$ cat config.mk
export PLATFORM = sky130hd
export DESIGN_NAME = demux1x8_rr_sched
export DESIGN_NICKNAME = d
export VERILOG_FILES = /design/src/rtl/demux1x8_rr_sched.sv
export SDC_FILE = /design/constraint.sdc
export NUM_CORES = 1
export LEC_CHECK = 0
export ABC_AREA = 1
export BUFFER_PORTS_ARGS = -buffer_cell sky130_fd_sc_hd__buf_4
export CAP_MARGIN = 20
export CORE_MARGIN = 3
export CORE_UTILIZATION = 45
export DETAILED_ROUTE_END_ITERATION = 10
export PLACE_DENSITY = 0.66
export SLEW_MARGIN = 20
export SYNTH_ARGS = -nofsm -noshare
export SYNTH_HDL_FRONTEND = slang
export SYNTH_SLANG_ARGS = --single-unit
$ cat constraint.sdc
create_clock -name clk -period 3.1 [get_ports clk]
set_clock_uncertainty 0.15 [all_clocks]
set_input_delay 0.465 -clock clk [delete_from_list [all_inputs] [get_ports clk]]
set_output_delay 0.465 -clock clk [all_outputs]
set_load 0.01 [all_outputs]
$ cat src/rtl/demux1x8_rr_sched.sv
// Round-robin / fixed-priority scheduler feeding a 1x8 demux.
// One-entry output register; destination frozen once chosen.
module demux1x8_rr_sched #(
  parameter int WIDTH = 8,
  parameter int CNT_W = 16
) (
  input  logic             clk,
  input  logic             rst_n,
  input  logic             mode,
  input  logic             in_valid,
  input  logic [WIDTH-1:0] in_data,
  output logic             in_ready,
  input  logic [7:0]       out_ready,
  output logic [7:0]       out_valid,
  output logic [WIDTH-1:0] out_data,
  output logic [2:0]       sel,
  output logic [CNT_W-1:0] xfer_cnt
);

  typedef enum logic {
    S_EMPTY = 1'b0,
    S_FULL  = 1'b1
  } state_t;

  state_t           r_state;
  state_t           w_state_nxt;
  logic [2:0]       r_ptr;
  logic [2:0]       r_sel;
  logic [WIDTH-1:0] r_data;
  logic [CNT_W-1:0] r_cnt;
  logic [2:0]       w_cand;
  logic             w_found;
  logic             w_any_rdy;
  logic             w_xfer;
  logic             w_acc;

  assign w_any_rdy = |out_ready;
  assign w_xfer    = (r_state == S_FULL) && out_ready[r_sel];
  assign in_ready  = rst_n && w_any_rdy &&
                     ((r_state == S_EMPTY) || w_xfer);
  assign w_acc     = in_valid && in_ready;

  // Round-robin scans ptr+1 .. ptr+8; offset 8 wraps to ptr itself.
  always_comb begin
    logic [2:0] v_idx;
    v_idx   = 3'd0;
    w_cand  = 3'd0;
    w_found = 1'b0;
    if (mode) begin
      for (int i = 7; i >= 0; i--) begin
        if (out_ready[i]) w_cand = 3'(i);
      end
    end else begin
      for (int k = 1; k <= 8; k++) begin
        v_idx = r_ptr + 3'(k);
        if (!w_found && out_ready[v_idx]) begin
          w_cand  = v_idx;
          w_found = 1'b1;
        end
      end
    end
  end

  always_ff @(posedge clk) begin
    if (!rst_n) r_state <= S_EMPTY;
    else        r_state <= w_state_nxt;
  end

  always_comb begin
    w_state_nxt = r_state;
    if (w_acc)       w_state_nxt = S_FULL;
    else if (w_xfer) w_state_nxt = S_EMPTY;
  end

  always_comb begin
    out_valid = 8'h00;
    if (r_state == S_FULL) out_valid = 8'b1 << r_sel;
  end

  always_ff @(posedge clk) begin
    if (!rst_n) begin
      r_data <= '0;
      r_sel  <= 3'd0;
      r_ptr  <= 3'd7;
    end else if (w_acc) begin
      r_data <= in_data;
      r_sel  <= w_cand;
      r_ptr  <= w_cand;
    end
  end

  always_ff @(posedge clk) begin
    if (!rst_n)      r_cnt <= '0;
    else if (w_xfer) r_cnt <= r_cnt + 1'b1;
  end

  assign out_data = r_data;
  assign sel      = r_sel;
  assign xfer_cnt = r_cnt;

endmodule

== After elaboration in Yosys (flattened, before gate mapping) ==
Cells that the tools add are included.

* Add/subtract/negate cells: 8
* $lt $le $gt $ge: 9
* Shifts and indexed selects: 1
* Mux-type cells: 52
* Bitwise logic cells: 1
* Reduce and logical (&&, ||, !) cells: 21

{| class="wikitable"
|+ Operator list
! operator !! number
|-
| two-way mux 3 bit || 17
|-
| < comparator 3 x 4 -> 1 bit (second input constant) || 9
|-
| binary-select mux 1 bit (select 3 bit) || 9
|-
| two-way mux 1 bit || 25
|-
| adder 16 x 1 -> 16 bit (second input constant) || 1
|-
| adder 3 bit (second input constant) || 4
|-
| logical AND 1 bit || 11
|-
| two-way mux 8 bit || 1
|-
| OR reduction 8 bit || 1
|-
| << shifter 1 x 3 -> 8 bit (first input constant) || 1
|-
| zero test 1 bit || 7
|-
| adder 3 x 2 -> 3 bit (second input constant) || 2
|-
| adder 3 x 1 -> 3 bit (second input constant) || 1
|-
| nonzero test 2 bit || 1
|-
| logical OR 1 bit || 1
|-
| NOT 1 bit || 1
|}

* Bits in registers: 31
* Bits of input ports: 20
* Output and inout bits: 36

== Longest topological paths before layout ==
* Depth after elaboration: 33
* Depth in mapped cells: 18
* Depth with buffers taken out: 17

== Least setup slack after synthesis ==
Ideal clock, no wire load.

* Path kind: register -> register
* Start point: reg r_ptr[1]
* End point: reg r_ptr[2]
* Setup time: 0.136 ns
* Arrival: 2.074 ns
* Data required time: 2.814 ns
* Slack: 0.740 ns
* Cell stages (with the launch flop): 18
* Path buffers: 1
* Clock period less this slack: 2.360 ns
* Cells stage by stage: dfxtp_1 buf_6 clkinv_2 ha_1 inv_1 nand3_1 nand3_2 nand2_4 nor2_8 nand4_4 nor2_4 nand3_1 nand2_1 inv_1 nand2_1 nand2_1 nand2_2 o211ai_1

* Longest elaborated chain between the ends: 33
* Elaborated cells between the ends (all ways): 60
* Classes of those cells: add/sub: 7; mux: 39; reduce/logical: 14

{| class="wikitable"
|+ RTL lines
! element !! RTL line !! source
|-
| from (decl) || 27 || <nowiki>logic [2:0] r_ptr;</nowiki>
|-
| from (signal assigned) || 88 || <nowiki>r_ptr <= w_cand;</nowiki>
|-
| adder 3 x 1 -> 3 bit || 55 || <nowiki>v_idx = r_ptr + 3'(k);</nowiki>
|-
| binary-select mux 1 bit (select 3 bit) || 56 || <nowiki>if (!w_found && out_ready[v_idx]) begin</nowiki>
|-
| two-way mux 1 bit (implied by the code) || 56 ||
|-
| two-way mux 1 bit || 56 ||
|-
| two-way mux 1 bit || 49 || <nowiki>if (mode) begin</nowiki>
|-
| zero test 1 bit || 56 ||
|-
| logical AND 1 bit || 56 ||
|-
| two-way mux 1 bit || 56 ||
|-
| [17 not listed] || - ||
|-
| zero test 1 bit || 56 ||
|-
| logical AND 1 bit || 56 ||
|-
| two-way mux 1 bit || 56 ||
|-
| two-way mux 1 bit || 49 ||
|-
| zero test 1 bit || 56 ||
|-
| logical AND 1 bit || 56 ||
|-
| two-way mux 3 bit * || 56 ||
|-
| two-way mux 3 bit * || 49 ||
|}

Mark *: on every way between the ends. The rest lies on a longest branch, timed or not. The select of a mux whose other input is x is not followed.
A chain may end at the register's enable or synchronous reset.

== Worst setup path in the final report ==
* Start point: reg r_ptr[1]
* End point: reg r_sel[0] (netlist: sel[0])

* Longest elaborated chain between the ends: 33
* Elaborated cells between the ends (all ways): 60
* Classes of those cells: add/sub: 7; mux: 39; reduce/logical: 14

{| class="wikitable"
|+ RTL lines
! element !! RTL line !! source
|-
| adder 3 x 1 -> 3 bit || 55 ||
|-
| binary-select mux 1 bit (select 3 bit) || 56 ||
|-
| two-way mux 1 bit (implied by the code) || 56 ||
|-
| two-way mux 1 bit || 56 ||
|-
| two-way mux 1 bit || 49 ||
|-
| zero test 1 bit || 56 ||
|-
| logical AND 1 bit || 56 ||
|-
| two-way mux 1 bit || 56 ||
|-
| [17 not listed] || - ||
|-
| zero test 1 bit || 56 ||
|-
| logical AND 1 bit || 56 ||
|-
| two-way mux 1 bit || 56 ||
|-
| two-way mux 1 bit || 49 ||
|-
| zero test 1 bit || 56 ||
|-
| logical AND 1 bit || 56 ||
|-
| two-way mux 3 bit * || 56 ||
|-
| two-way mux 3 bit * || 49 ||
|-
| to (signal assigned) || 87 || <nowiki>r_sel <= w_cand;</nowiki>
|-
| to (decl) || 28 || <nowiki>logic [2:0] r_sel;</nowiki>
|}

Marks and branches as above.

==> flow_metrics.tcl <==
set metrics [dict create \
    rr_startpoint "r_ptr[1]$_SDFFE_PN1P_" \
    reg2reg_slack_ns 0.57 \
    grt_max_degree 20 \
    rsz0062_at_grt "no" \
    dp_hpwl_um 4884 \
    die_w_um 78.67 \
    hold_start "in_data[2]" \
    async_flop_share_pct 0 \
    crit_start "r_ptr[1]$_SDFFE_PN1P_" \
    yosys_warnings 0 \
    coreArea_um2 4911 \
    cpPeakStageDelay_ns 0.39 \
    final_util_pct 59.57 \
    synth_nets 390 \
    clock-sinks 31 \
    hold_violations 0 \
    cts_resized 0 \
    rows 25 \
    crit_path_max_fanout 8 \
    synth_area_um2 2376 \
    setup_violations 0 \
    total_leakage_power_uw 0.001365 \
    cts_tree "built" \
    final.min_clock_period_ns 2.527 \
    synth-seq-cells 31 \
    setup.worst_path.class "flip-flop to flip-flop" \
    grt_pass1_wl_um 10770 \
    critPathSlowestCell "ha_1" \
    path_cells "clkinv_2 > ha_1 > inv_1 > nand3_1 > nand3_2 > nand2_4 > inv_1 > nand3_2 > nor2_2 > nand4_1 > nand3_1 > nand3_1 > nand2_1 > nand2_1 > a21oi_2" \
    tightest_slew_ns 0.5737 \
    power_per_cell_area_nw_per_um2 409.1 \
    cpMostUsedCell "nand3_1" \
    syn_avg_cell_area_um2 6.474 \
    irDropWorstVdd_mv 0.2935 \
    clock-root-buffer "clkbuf_8" \
    yosysSeqAreaShare_pct 26.12 \
    antenna_found_initial 0 \
    initial_core_util_pct 48.38 \
    numCtsBuffers 5 \
    arrival_ns 2.59 \
    start_kind "flip-flop" \
    drive_gt1_share_pct 24.94 \
    grt_overflow 0 \
    die_h_um 78.67 \
    io_buffers 55 \
    clock_tree.buffer_depth 2 \
    insertion_delay_ns 0.27 \
    htreeDepth 2 \
    wirelength_um 6189 \
    fillers 498 \
    maxCapViolations 0 \
    nNetsFinal 447 \
    synth_edf_count 0 \
    gp_congestion 0.9606 \
    clkTransAtPathRegs_ns 0.07 \
    cts_setup_buffers 0 \
    antenna_cells 0 \
    grt_pass1_vias 2387 \
    cp.required_ns 3.16 \
    vias 2537 \
    drv_slew 0 \
    totalPowerFinal_uw 1197 \
    crit_family "simple AND/OR/NAND/NOR gates" \
    tns_ns 0 \
    ctsHoldBuffers 0 \
    avgRoutedWirePerCell_um 12.58 \
    drtAntennaViolNets 0 \
    area_growth_pct 23.12 \
    postSynthCellCount 367 \
    yosysUniqueCellTypes 42 \
    worstSetupEndpointType "flip-flop" \
    clock.fmax_ghz 0.3957 \
    track_usage_pct 20.96 \
    fp.dieArea_um2 6188 \
    critPathBufInv 3 \
    drc 0 \
    firstDrtPassIters 4 \
    status "completed" \
    ys.flop_type "dfxtp_1" \
    via_per_inst 5.157 \
    drtIter0Drc 168 \
    io_pins 56 \
    hold_class "primary input to flip-flop" \
    post-route-period-util_pct 81.52 \
    relSlewSlack_pct 61.70 \
]
-- metal layers --
| metal | global-route usage [%] | wire, um | part of all wire [%] | vias up |
|---|---|---|---|---|
| met4 | 2.972 | 18 | 0.29 | 0 |
| met2 | 33.36 | 2699 | 44 | 77 |
| met3 | 4.358 | 457 | 7.4 | 2 |
| li1 | - | - | - | 1313 |
| met5 | 0 | 0 | 0 | - |
| met1 | 29.64 | 3013 | 49 | 1145 |
-- flip-flops by register name, summed over array words and instances, names as in the netlist --
register	count
r_ptr	3
r_state	1
sel	3
xfer_cnt	16
out_data	8
-- layout by cell type, fill, tap and decap left out, types with 4 or more instances in the layout --
master	count
nand2_1	99
buf_4	58
inv_1	46
nand3_1	37
dfxtp_1	31
nor2_1	28
a21oi_1	24
o21ai_0	12
nor3_1	10
nand2_2	8
clkbuf_8	7
nand4_1	6
inv_2	4
o22ai_1	4
nor4_1	4
o21ai_1	4
nand3_2	4
nor2_2	4
-- metrics by stage --
| step | setup WS, ns | cell area, um^2 | cells | hold WS [ns] |
|---|---|---|---|---|
| floorplan | 0.7397 | 2376 | 367 | 0.3374 |
| CTS | 0.5586 | 2925 | 492 | 0.2913 |
| detailed placement | 0.5825 | 2825 | 484 | 0.3082 |
| finish | 0.5728 | 2925 | 492 | 0.2954 |
| global route | 0.2543 | 2925 | 492 | 0.2980 |
| global placement | 0.6397 | 2825 | 484 | 0.3029 |
-- synth_stat cells (2+ instances only) --
cell | number | area [um^2]
inv_2 | 4 | 15.01
nand2_2 | 8 | 50.05
nand3_2 | 4 | 40.04
nor2_1 | 28 | 105.1
nand2_1 | 99 | 371.6
nor2_4 | 2 | 22.52
o21ai_0 | 12 | 60.06
nor2_2 | 4 | 25.02
o21ai_1 | 4 | 20.02
buf_6 | 4 | 45.04
a21oi_2 | 3 | 26.28
ha_1 | 3 | 37.54
nand3_1 | 37 | 185.2
nor4_1 | 4 | 25.02
xor2_1 | 3 | 26.28
nor2_8 | 2 | 40.04
o211ai_1 | 2 | 15.01
nand2_4 | 3 | 33.78
nor3b_2 | 3 | 37.54
a21oi_1 | 24 | 120.1
nor3_1 | 10 | 50.05
nand4_1 | 6 | 37.54
dfxtp_1 | 31 | 620.6
o22ai_1 | 4 | 25.02
inv_1 | 46 | 172.7
-- final cells by class --
class	instances	area, um^2	area share, %
Multi-Input combinational cell	275	1480	50.60
Sequential cell	31	620.6	21.21
Timing Repair Buffer	58	435.4	14.88
Inverter	53	205.2	7.015
Clock buffer	8	100.1	3.422
Tap cell	67	83.83	2.866
-- where the power goes --
group	switching (uW)	internal [uW]	total (uW)	leakage (uW)
clock network	147	203	349	0.0000515
registers	15.3	412	427	0.000252
logic	274	145	420	0.00106
-- final timing paths --
check	end	depth (start not counted)
worst max-delay path	sel[0]$_SDFFE_PN0P_	15
worst min-delay path	out_data[2]$_SDFFE_PN0P_	3
worst max register to register	sel[0]$_SDFFE_PN0P_	15
worst min register to register	out_data[0]$_SDFFE_PN0P_	2
-- logic make-up (layout without fill, tap and decap cells) --
| kind of cell | Yosys count | count (layout) | share of synthesized area (%) |
|---|---|---|---|
| AOI/OAI and AO/OA | 53 | 53 | 12.59 |
| DFF | 31 | 31 | 26.12 |
| xor gates and xnor gates | 5 | 5 | 2.949 |
| and+or+nand+nor | 214 | 214 | 45.18 |
| buffers and inverters | 61 | 119 | 11.58 |
| adders and majority gates | 3 | 3 | 1.580 |
-- worst min-delay path, delay by kind of cell --
family	cells	cell delay, ns
AOI/OAI and AO/OA	1	0.10
buffers and inverters	1	0.08
and+or+nand+nor	1	0.04
Note: power is estimated with default switching activity, not from simulation.
